**src/rtl/alice4_pkg.sv**
```systemverilog
// Shared alice4 definitions: bus widths, master ids, arbiter state encodings
// and the pending-read tracking entry.
package alice4_pkg;

  localparam int ADDR_W = 29;
  localparam int DATA_W = 64;
  localparam int BE_W   = 8;
  localparam int BC_W   = 8;

  localparam logic MASTER_M0 = 1'b0;
  localparam logic MASTER_M1 = 1'b1;

  typedef enum logic [1:0] {
    IDLE     = 2'd0,
    GRANT_M0 = 2'd1,
    GRANT_M1 = 2'd2
  } arb_state_e;

  typedef struct packed {
    logic [ADDR_W-1:0] address;
    logic [BC_W-1:0]   burstcount;
    logic              read;
    logic              write;
    logic [DATA_W-1:0] writedata;
    logic [BE_W-1:0]   byteenable;
  } cmd_t;

  typedef struct packed {
    logic            id;
    logic [BC_W-1:0] burst;
  } pend_entry_t;

  // A burstcount of zero on the bus still moves one beat.
  function automatic logic [BC_W-1:0] eff_burst(input logic [BC_W-1:0] bc);
    return (bc == '0) ? BC_W'(1) : bc;
  endfunction

endpackage

```
**src/rtl/memory_arbiter_pending_fifo.sv**
```systemverilog
// Synchronous FIFO of outstanding read commands ({master id, burstcount}),
// head is visible combinationally so responses can be routed in order.
module pending_fifo
  import alice4_pkg::*;
#(
  parameter int DEPTH = 8
) (
  input  logic        clock,
  input  logic        reset,
  input  logic        push,
  input  pend_entry_t push_data,
  input  logic        pop,
  output pend_entry_t head,
  output logic        full,
  output logic        empty,
  output logic [5:0]  count
);

  localparam int PTR_W = (DEPTH > 1) ? $clog2(DEPTH) : 1;

  pend_entry_t      mem_q [DEPTH];
  pend_entry_t      mem_d [DEPTH];
  logic [PTR_W-1:0] wr_ptr_q, wr_ptr_d;
  logic [PTR_W-1:0] rd_ptr_q, rd_ptr_d;
  logic [5:0]       count_q, count_d;
  logic             do_push, do_pop;

  assign full    = (count_q == 6'(DEPTH));
  assign empty   = (count_q == 6'd0);
  assign count   = count_q;
  assign head    = mem_q[rd_ptr_q];
  assign do_push = push & ~full;
  assign do_pop  = pop & ~empty;

  // Pointers wrap naturally because DEPTH is a power of two.
  always_comb begin
    mem_d    = mem_q;
    wr_ptr_d = wr_ptr_q;
    rd_ptr_d = rd_ptr_q;
    count_d  = count_q;
    if (do_push) begin
      mem_d[wr_ptr_q] = push_data;
      wr_ptr_d        = wr_ptr_q + PTR_W'(1);
    end
    if (do_pop) begin
      rd_ptr_d = rd_ptr_q + PTR_W'(1);
    end
    case ({do_push, do_pop})
      2'b10:   count_d = count_q + 6'd1;
      2'b01:   count_d = count_q - 6'd1;
      default: count_d = count_q;
    endcase
  end

  always_ff @(posedge clock) begin
    if (reset) begin
      for (int i = 0; i < DEPTH; i++) begin
        mem_q[i] <= '0;
      end
      wr_ptr_q <= '0;
      rd_ptr_q <= '0;
      count_q  <= '0;
    end else begin
      mem_q    <= mem_d;
      wr_ptr_q <= wr_ptr_d;
      rd_ptr_q <= rd_ptr_d;
      count_q  <= count_d;
    end
  end

endmodule

```
**src/rtl/memory_arbiter.sv**
```systemverilog
// Two-master SDRAM arbiter: M0 (scan-out) has priority with a fairness cap,
// M1 (rasterizer) is low priority; read data is routed back in command order.
module memory_arbiter
  import alice4_pkg::*;
#(
  parameter int MAX_PENDING = 8,
  parameter int FAIR_LIMIT  = 16
) (
  input  logic              clock,
  input  logic              reset,

  input  logic [ADDR_W-1:0] m0_address,
  input  logic [BC_W-1:0]   m0_burstcount,
  input  logic              m0_read,
  input  logic              m0_write,
  input  logic [DATA_W-1:0] m0_writedata,
  input  logic [BE_W-1:0]   m0_byteenable,
  output logic              m0_waitrequest,
  output logic              m0_readdatavalid,
  output logic [DATA_W-1:0] m0_readdata,

  input  logic [ADDR_W-1:0] m1_address,
  input  logic [BC_W-1:0]   m1_burstcount,
  input  logic              m1_read,
  input  logic              m1_write,
  input  logic [DATA_W-1:0] m1_writedata,
  input  logic [BE_W-1:0]   m1_byteenable,
  output logic              m1_waitrequest,
  output logic              m1_readdatavalid,
  output logic [DATA_W-1:0] m1_readdata,

  output logic [ADDR_W-1:0] s_address,
  output logic [BC_W-1:0]   s_burstcount,
  output logic              s_read,
  output logic              s_write,
  output logic [DATA_W-1:0] s_writedata,
  output logic [BE_W-1:0]   s_byteenable,
  input  logic              s_waitrequest,
  input  logic              s_readdatavalid,
  input  logic [DATA_W-1:0] s_readdata,

  output logic [5:0]        pending_count
);

  localparam int FAIR_W = (FAIR_LIMIT > 0) ? $clog2(FAIR_LIMIT + 1) : 1;

  arb_state_e        state_q, state_d;
  logic [FAIR_W-1:0] fair_cnt_q, fair_cnt_d;
  logic [BC_W-1:0]   burst_cnt_q, burst_cnt_d;
  logic              burst_active_q, burst_active_d;
  logic [BC_W-1:0]   beat_cnt_q, beat_cnt_d;

  cmd_t        m0_cmd, m1_cmd, sel_cmd;
  logic        grant_m0, grant_m1;
  logic        m0_req, m1_req;
  logic        read_block, grant_wait;
  logic        read_accept, write_accept;
  logic        fifo_full, fifo_empty, fifo_pop;
  pend_entry_t fifo_head, fifo_push_data;
  logic        rsp_valid, last_beat;

  assign m0_cmd = '{address: m0_address, burstcount: m0_burstcount, read: m0_read,
                    write: m0_write, writedata: m0_writedata, byteenable: m0_byteenable};
  assign m1_cmd = '{address: m1_address, burstcount: m1_burstcount, read: m1_read,
                    write: m1_write, writedata: m1_writedata, byteenable: m1_byteenable};

  assign m0_req = m0_read | m0_write;
  assign m1_req = m1_read | m1_write;

  // Grants are masked by reset so the bus is quiet during the reset cycle itself.
  assign grant_m0 = (state_q == GRANT_M0) && !reset;
  assign grant_m1 = (state_q == GRANT_M1) && !reset;

  always_comb begin
    sel_cmd = '0;
    if (grant_m0) begin
      sel_cmd = m0_cmd;
    end else if (grant_m1) begin
      sel_cmd = m1_cmd;
    end
    read_block     = sel_cmd.read & fifo_full;
    grant_wait     = s_waitrequest | read_block;
    s_address      = sel_cmd.address;
    s_burstcount   = sel_cmd.burstcount;
    s_read         = sel_cmd.read & ~read_block;
    s_write        = sel_cmd.write;
    s_writedata    = sel_cmd.writedata;
    s_byteenable   = sel_cmd.byteenable;
    m0_waitrequest = grant_m0 ? grant_wait : 1'b1;
    m1_waitrequest = grant_m1 ? grant_wait : 1'b1;
  end

  assign read_accept  = s_read & ~s_waitrequest;
  assign write_accept = s_write & ~s_waitrequest & ~sel_cmd.read;

  // Arbitration, fairness counting and write-burst tracking.
  always_comb begin
    state_d        = state_q;
    fair_cnt_d     = fair_cnt_q;
    burst_cnt_d    = burst_cnt_q;
    burst_active_d = burst_active_q;
    case (state_q)
      IDLE: begin
        if (m0_req && m1_req) begin
          if (fair_cnt_q == FAIR_W'(FAIR_LIMIT)) begin
            state_d    = GRANT_M1;
            fair_cnt_d = '0;
          end else begin
            state_d    = GRANT_M0;
            fair_cnt_d = fair_cnt_q + FAIR_W'(1);
          end
        end else if (m0_req) begin
          state_d = GRANT_M0;
        end else if (m1_req) begin
          state_d    = GRANT_M1;
          fair_cnt_d = '0;
        end
      end
      GRANT_M0, GRANT_M1: begin
        if (read_accept) begin
          state_d = IDLE;
        end else if (write_accept) begin
          if (!burst_active_q) begin
            if (eff_burst(sel_cmd.burstcount) == BC_W'(1)) begin
              state_d = IDLE;
            end else begin
              burst_active_d = 1'b1;
              burst_cnt_d    = eff_burst(sel_cmd.burstcount) - BC_W'(1);
            end
          end else if (burst_cnt_q == BC_W'(1)) begin
            state_d        = IDLE;
            burst_active_d = 1'b0;
            burst_cnt_d    = '0;
          end else begin
            burst_cnt_d = burst_cnt_q - BC_W'(1);
          end
        end else if (!burst_active_q && !sel_cmd.read && !sel_cmd.write) begin
          // A master that withdraws its request must not hold the bus.
          state_d = IDLE;
        end
      end
      default: state_d = IDLE;
    endcase
  end

  assign fifo_push_data = '{id: grant_m1 ? MASTER_M1 : MASTER_M0, burst: sel_cmd.burstcount};

  pending_fifo #(
    .DEPTH(MAX_PENDING)
  ) u_pending_fifo (
    .clock     (clock),
    .reset     (reset),
    .push      (read_accept),
    .push_data (fifo_push_data),
    .pop       (fifo_pop),
    .head      (fifo_head),
    .full      (fifo_full),
    .empty     (fifo_empty),
    .count     (pending_count)
  );

  // Beats with nothing outstanding are dropped without touching any state.
  always_comb begin
    rsp_valid  = s_readdatavalid & ~fifo_empty & ~reset;
    last_beat  = (beat_cnt_q + BC_W'(1)) == eff_burst(fifo_head.burst);
    fifo_pop   = rsp_valid & last_beat;
    beat_cnt_d = beat_cnt_q;
    if (rsp_valid) begin
      beat_cnt_d = last_beat ? '0 : beat_cnt_q + BC_W'(1);
    end
  end

  assign m0_readdatavalid = rsp_valid & (fifo_head.id == MASTER_M0);
  assign m1_readdatavalid = rsp_valid & (fifo_head.id == MASTER_M1);
  assign m0_readdata      = s_readdata;
  assign m1_readdata      = s_readdata;

  always_ff @(posedge clock) begin
    if (reset) begin
      state_q        <= IDLE;
      fair_cnt_q     <= '0;
      burst_cnt_q    <= '0;
      burst_active_q <= 1'b0;
      beat_cnt_q     <= '0;
    end else begin
      state_q        <= state_d;
      fair_cnt_q     <= fair_cnt_d;
      burst_cnt_q    <= burst_cnt_d;
      burst_active_q <= burst_active_d;
      beat_cnt_q     <= beat_cnt_d;
    end
  end

endmodule

```
**config.mk**
```make
export PLATFORM = sky130hd
export DESIGN_NAME = memory_arbiter
export DESIGN_NICKNAME = d
export VERILOG_FILES = /design/src/rtl/alice4_pkg.sv /design/src/rtl/memory_arbiter_pending_fifo.sv /design/src/rtl/memory_arbiter.sv
export SDC_FILE = /design/constraint.sdc
export NUM_CORES = 1
export LEC_CHECK = 0
export ABC_AREA = 0
export CAP_MARGIN = 10
export CORE_AREA = 2 2 208 210
export DETAILED_ROUTE_END_ITERATION = 6
export DIE_AREA = 0 0 210 212
export GPL_ROUTABILITY_DRIVEN = 0
export PLACE_DENSITY = 0.46
export REMOVE_ABC_BUFFERS = 1
export SLEW_MARGIN = 40
export SYNTH_ARGS = -nofsm -noshare
export SYNTH_HDL_FRONTEND = slang
export SYNTH_SLANG_ARGS = --single-unit
```
**constraint.sdc**
```tcl
create_clock -name clock -period 8.4 [get_ports clock]
set_clock_uncertainty 0.1 [all_clocks]
set_input_delay 2.52 -clock clock [delete_from_list [all_inputs] [get_ports clock]]
set_output_delay 2.52 -clock clock [all_outputs]
set_load 0.005 [all_outputs]
```
==> impl_metrics.tcl <==
set metrics [dict create \
    power_frac_clock 0.336 \
    max_freq_mhz 135.0 \
    path_cells "buf_4 -> nor3b_2 -> buf_12 -> a22oi_1 -> clkinv_1 -> clkdlybuf4s50_1" \
    syn_area_mm2 0.007634 \
    antenna_found_initial 3 \
    boundaryPins 539 \
    yosys.area.top_type "dfxtp_1" \
    io_buffers 346 \
    syn_area_per_cell_um2 8.616 \
    cts_post_setup_buffers_inserted 0 \
    rsz0062_at_grt "no" \
    cts.sinks 108 \
    cts_hold_buf 0 \
    critPathMaxFanout 40 \
    rows 76 \
    yosys_warnings 0 \
    intPower_w 0.0009245 \
    grt_max_degree 64 \
    clk_latency_ps 360 \
    initial_core_util 0.1796 \
    ys_ff_latch 108 \
    fp.dieH_um 212 \
    grt_usage 0.2597 \
    peakVddDrop_uv 85.91 \
    num-nets-final 1380 \
    arrival_ps 4790 \
    required_ps 5780 \
    path_clk_slew_ps 80 \
    slew_viol_final 0 \
    powerDensity_mw_per_mm2 118.8 \
    clock_path_buffers 2 \
    dr.first_iter.drc_count 575 \
    via_count 7779 \
    p_sw_frac 0.2974 \
    critPathMaxStageDelay_ps 600 \
    whs_ps 358.9 \
    critPathCaptureType "output pin" \
    synthTopCellsByArea "dfxtp_1 (28%), buf_4 (13%), a22o_1 (12%), mux2i_1 (8.0%), nor2_1 (5.5%)" \
    p_total_w 0.001316 \
    core_area_mm2 0.04251 \
    fillerInstances 4541 \
    synth.top_cell.area_share 0.2832 \
    syn_inst 886 \
    worstMarginPinSlew_ps 837.6 \
    stdcell_count 1626 \
    slowest_stage "a22oi_1" \
    areaGrowthSynthToFinish_pct 45.09 \
    synth_flop_cell "dfxtp_1" \
    via_per_inst 4.784 \
    synth_edf_count 0 \
    ys_seq_area_frac 0.2832 \
    status "completed" \
    drc 0 \
    cts_tree "yes" \
    die_x_um 210 \
    finalCritPeriodShare 0.8820 \
    leakagePower_nw 3.966 \
    holdCritPathClass "flop to flop" \
    async_reset_ff_frac 0 \
    ys_types 64 \
    drive_above_1_share 0.06500 \
    cts_resized 0 \
    power.switching_w 0.0003913 \
    ant_nets 0 \
    cp_top_family "buffers and inverters" \
    synthTopCellsByCount "buf_4 (128), nor2_1 (112), dfxtp_1 (108)" \
    combPwrFrac 0.270 \
    seq_power_share 0.394 \
    grt_pass1_wl_mm 76.00 \
    relSlewSlack 0.4337 \
    root_buffer "clkbuf_16" \
    drv_cap 0 \
    pre_cts_slack_ps 1024 \
    gr-total-overflow 0 \
    wl_per_cell_um 36.23 \
    numCtsBuffers 9 \
    die_area_mm2 0.04452 \
    yosysMostFrequentCell "buf_4" \
    dr.pass1.iters 7 \
    fin_crit_ps 7409 \
    wirelength_mm 58.91 \
    hold_viol_final 0 \
    placed_cells_incl_taps 1607 \
    path_class "input port to output pin" \
    final-setup-viol-count 0 \
    critPathBufInv 4 \
    dp_hpwl_mm 51.08 \
    cp-start-kind "input port" \
    setup_slack_ps 991.3 \
    h-tree-depth 3 \
    grt_pass1_vias 7759 \
]
per-stage QoR:
step                utilization  setup TNS, ps  area, um^2
finish                   0.2606              0       11080
global route             0.2605              0       11070
CTS                      0.2604              0       11070
detailed placement       0.2533              0       10770
global placement         0.2531              0       10760
floorplan                     -        -384790        6412
path summary, 6_finish.rpt:
path / from / end / slack, ps / depth (start not counted)
worst max register to register: u_pending_fifo.rd_ptr_q[2] / u_pending_fifo.count[5] / 2660 / 16
worst min-delay path: u_pending_fifo.mem_q[68] / u_pending_fifo.mem_q[68] / 360 / 2
worst min register to register: u_pending_fifo.mem_q[68] / u_pending_fifo.mem_q[68] / 360 / 2
worst max-delay path: reset / s_burstcount[0] / 990 / 6
sequential cells by signal, summed over array words and instances (netlist names):
| register | flops |
|---|---|
| u_pending_fifo.wr_ptr_q | 3 |
| state_q | 2 |
| u_pending_fifo.count | 6 |
| burst_cnt_q | 8 |
| burst_active_q | 1 |
| beat_cnt_q | 8 |
| u_pending_fifo.rd_ptr_q | 3 |
| u_pending_fifo.mem_q | 72 |
| fair_cnt_q | 5 |
layout by cell type, fill, tap and decap left out, types with 14 or more instances in the layout:
master             n
clkdlybuf4s50_1  345
nor2_1           112
dfxtp_1          107
a22o_1           102
mux2i_1           61
a21oi_1           39
nand2_1           32
o21ai_0           23
buf_4             20
mux4_2            18
nand3_1           18
ha_1              17
inv_1             14
a211oi_1          14
power by group through the flow:
stage          Sequential [W]  Clock [W]  Combinational, W
3_3_place_gp         0.000530          0          0.000359
2_1_floorplan        0.000530          0          0.000104
4_1_cts              0.000518   0.000454          0.000359
5_1_grt              0.000519   0.000474          0.000377
6_report             0.000518   0.000442          0.000356
3_5_place_dp         0.000530          0          0.000356
logic make-up (layout without fill, tap and decap cells):
family | count (synthesis) | count (layout) | synth area share
AOI/OAI and AO/OA | 217 | 217 | 0.2137
xor gates and xnor gates | 16 | 16 | 0.01836
adders and majority gates | 18 | 18 | 0.03049
buffers and inverters | 208 | 399 | 0.1678
DFF | 108 | 108 | 0.2832
muxes | 83 | 83 | 0.1390
other | 0 | 3 | 0
and+or+nand+nor | 236 | 236 | 0.1474
worst min-delay path, delay by kind of cell (launching register included):
kind | cells | cell delay (ps)
DFF | 1 | 310
and+or+nand+nor | 1 | 50
AOI/OAI and AO/OA | 1 | 50
final cells by class:
type                            count  area [um^2]  share of cell area
Timing Repair Buffer              367         3643              0.3290
Clock buffer                        9        225.2             0.02033
Sequential cell                   108         2163              0.1953
Antenna cell                        3        7.507           0.0006778
Inverter                           16        60.06            0.005423
Multi-Input combinational cell    570         4215              0.3806
Tap cell                          546        683.2             0.06168
Clock inverter                      7        77.57            0.007004
per-layer routing:
metal	global-route usage	vias to the layer above	part of all wire
met2	0.4412	589	0.47
met5	0.02892	-	0.0020
met4	0.1042	2	0.044
li1	-	3456	-
met1	0.2354	3672	0.32
met3	0.1900	60	0.17
Note: power is estimated with default switching activity, not from simulation.
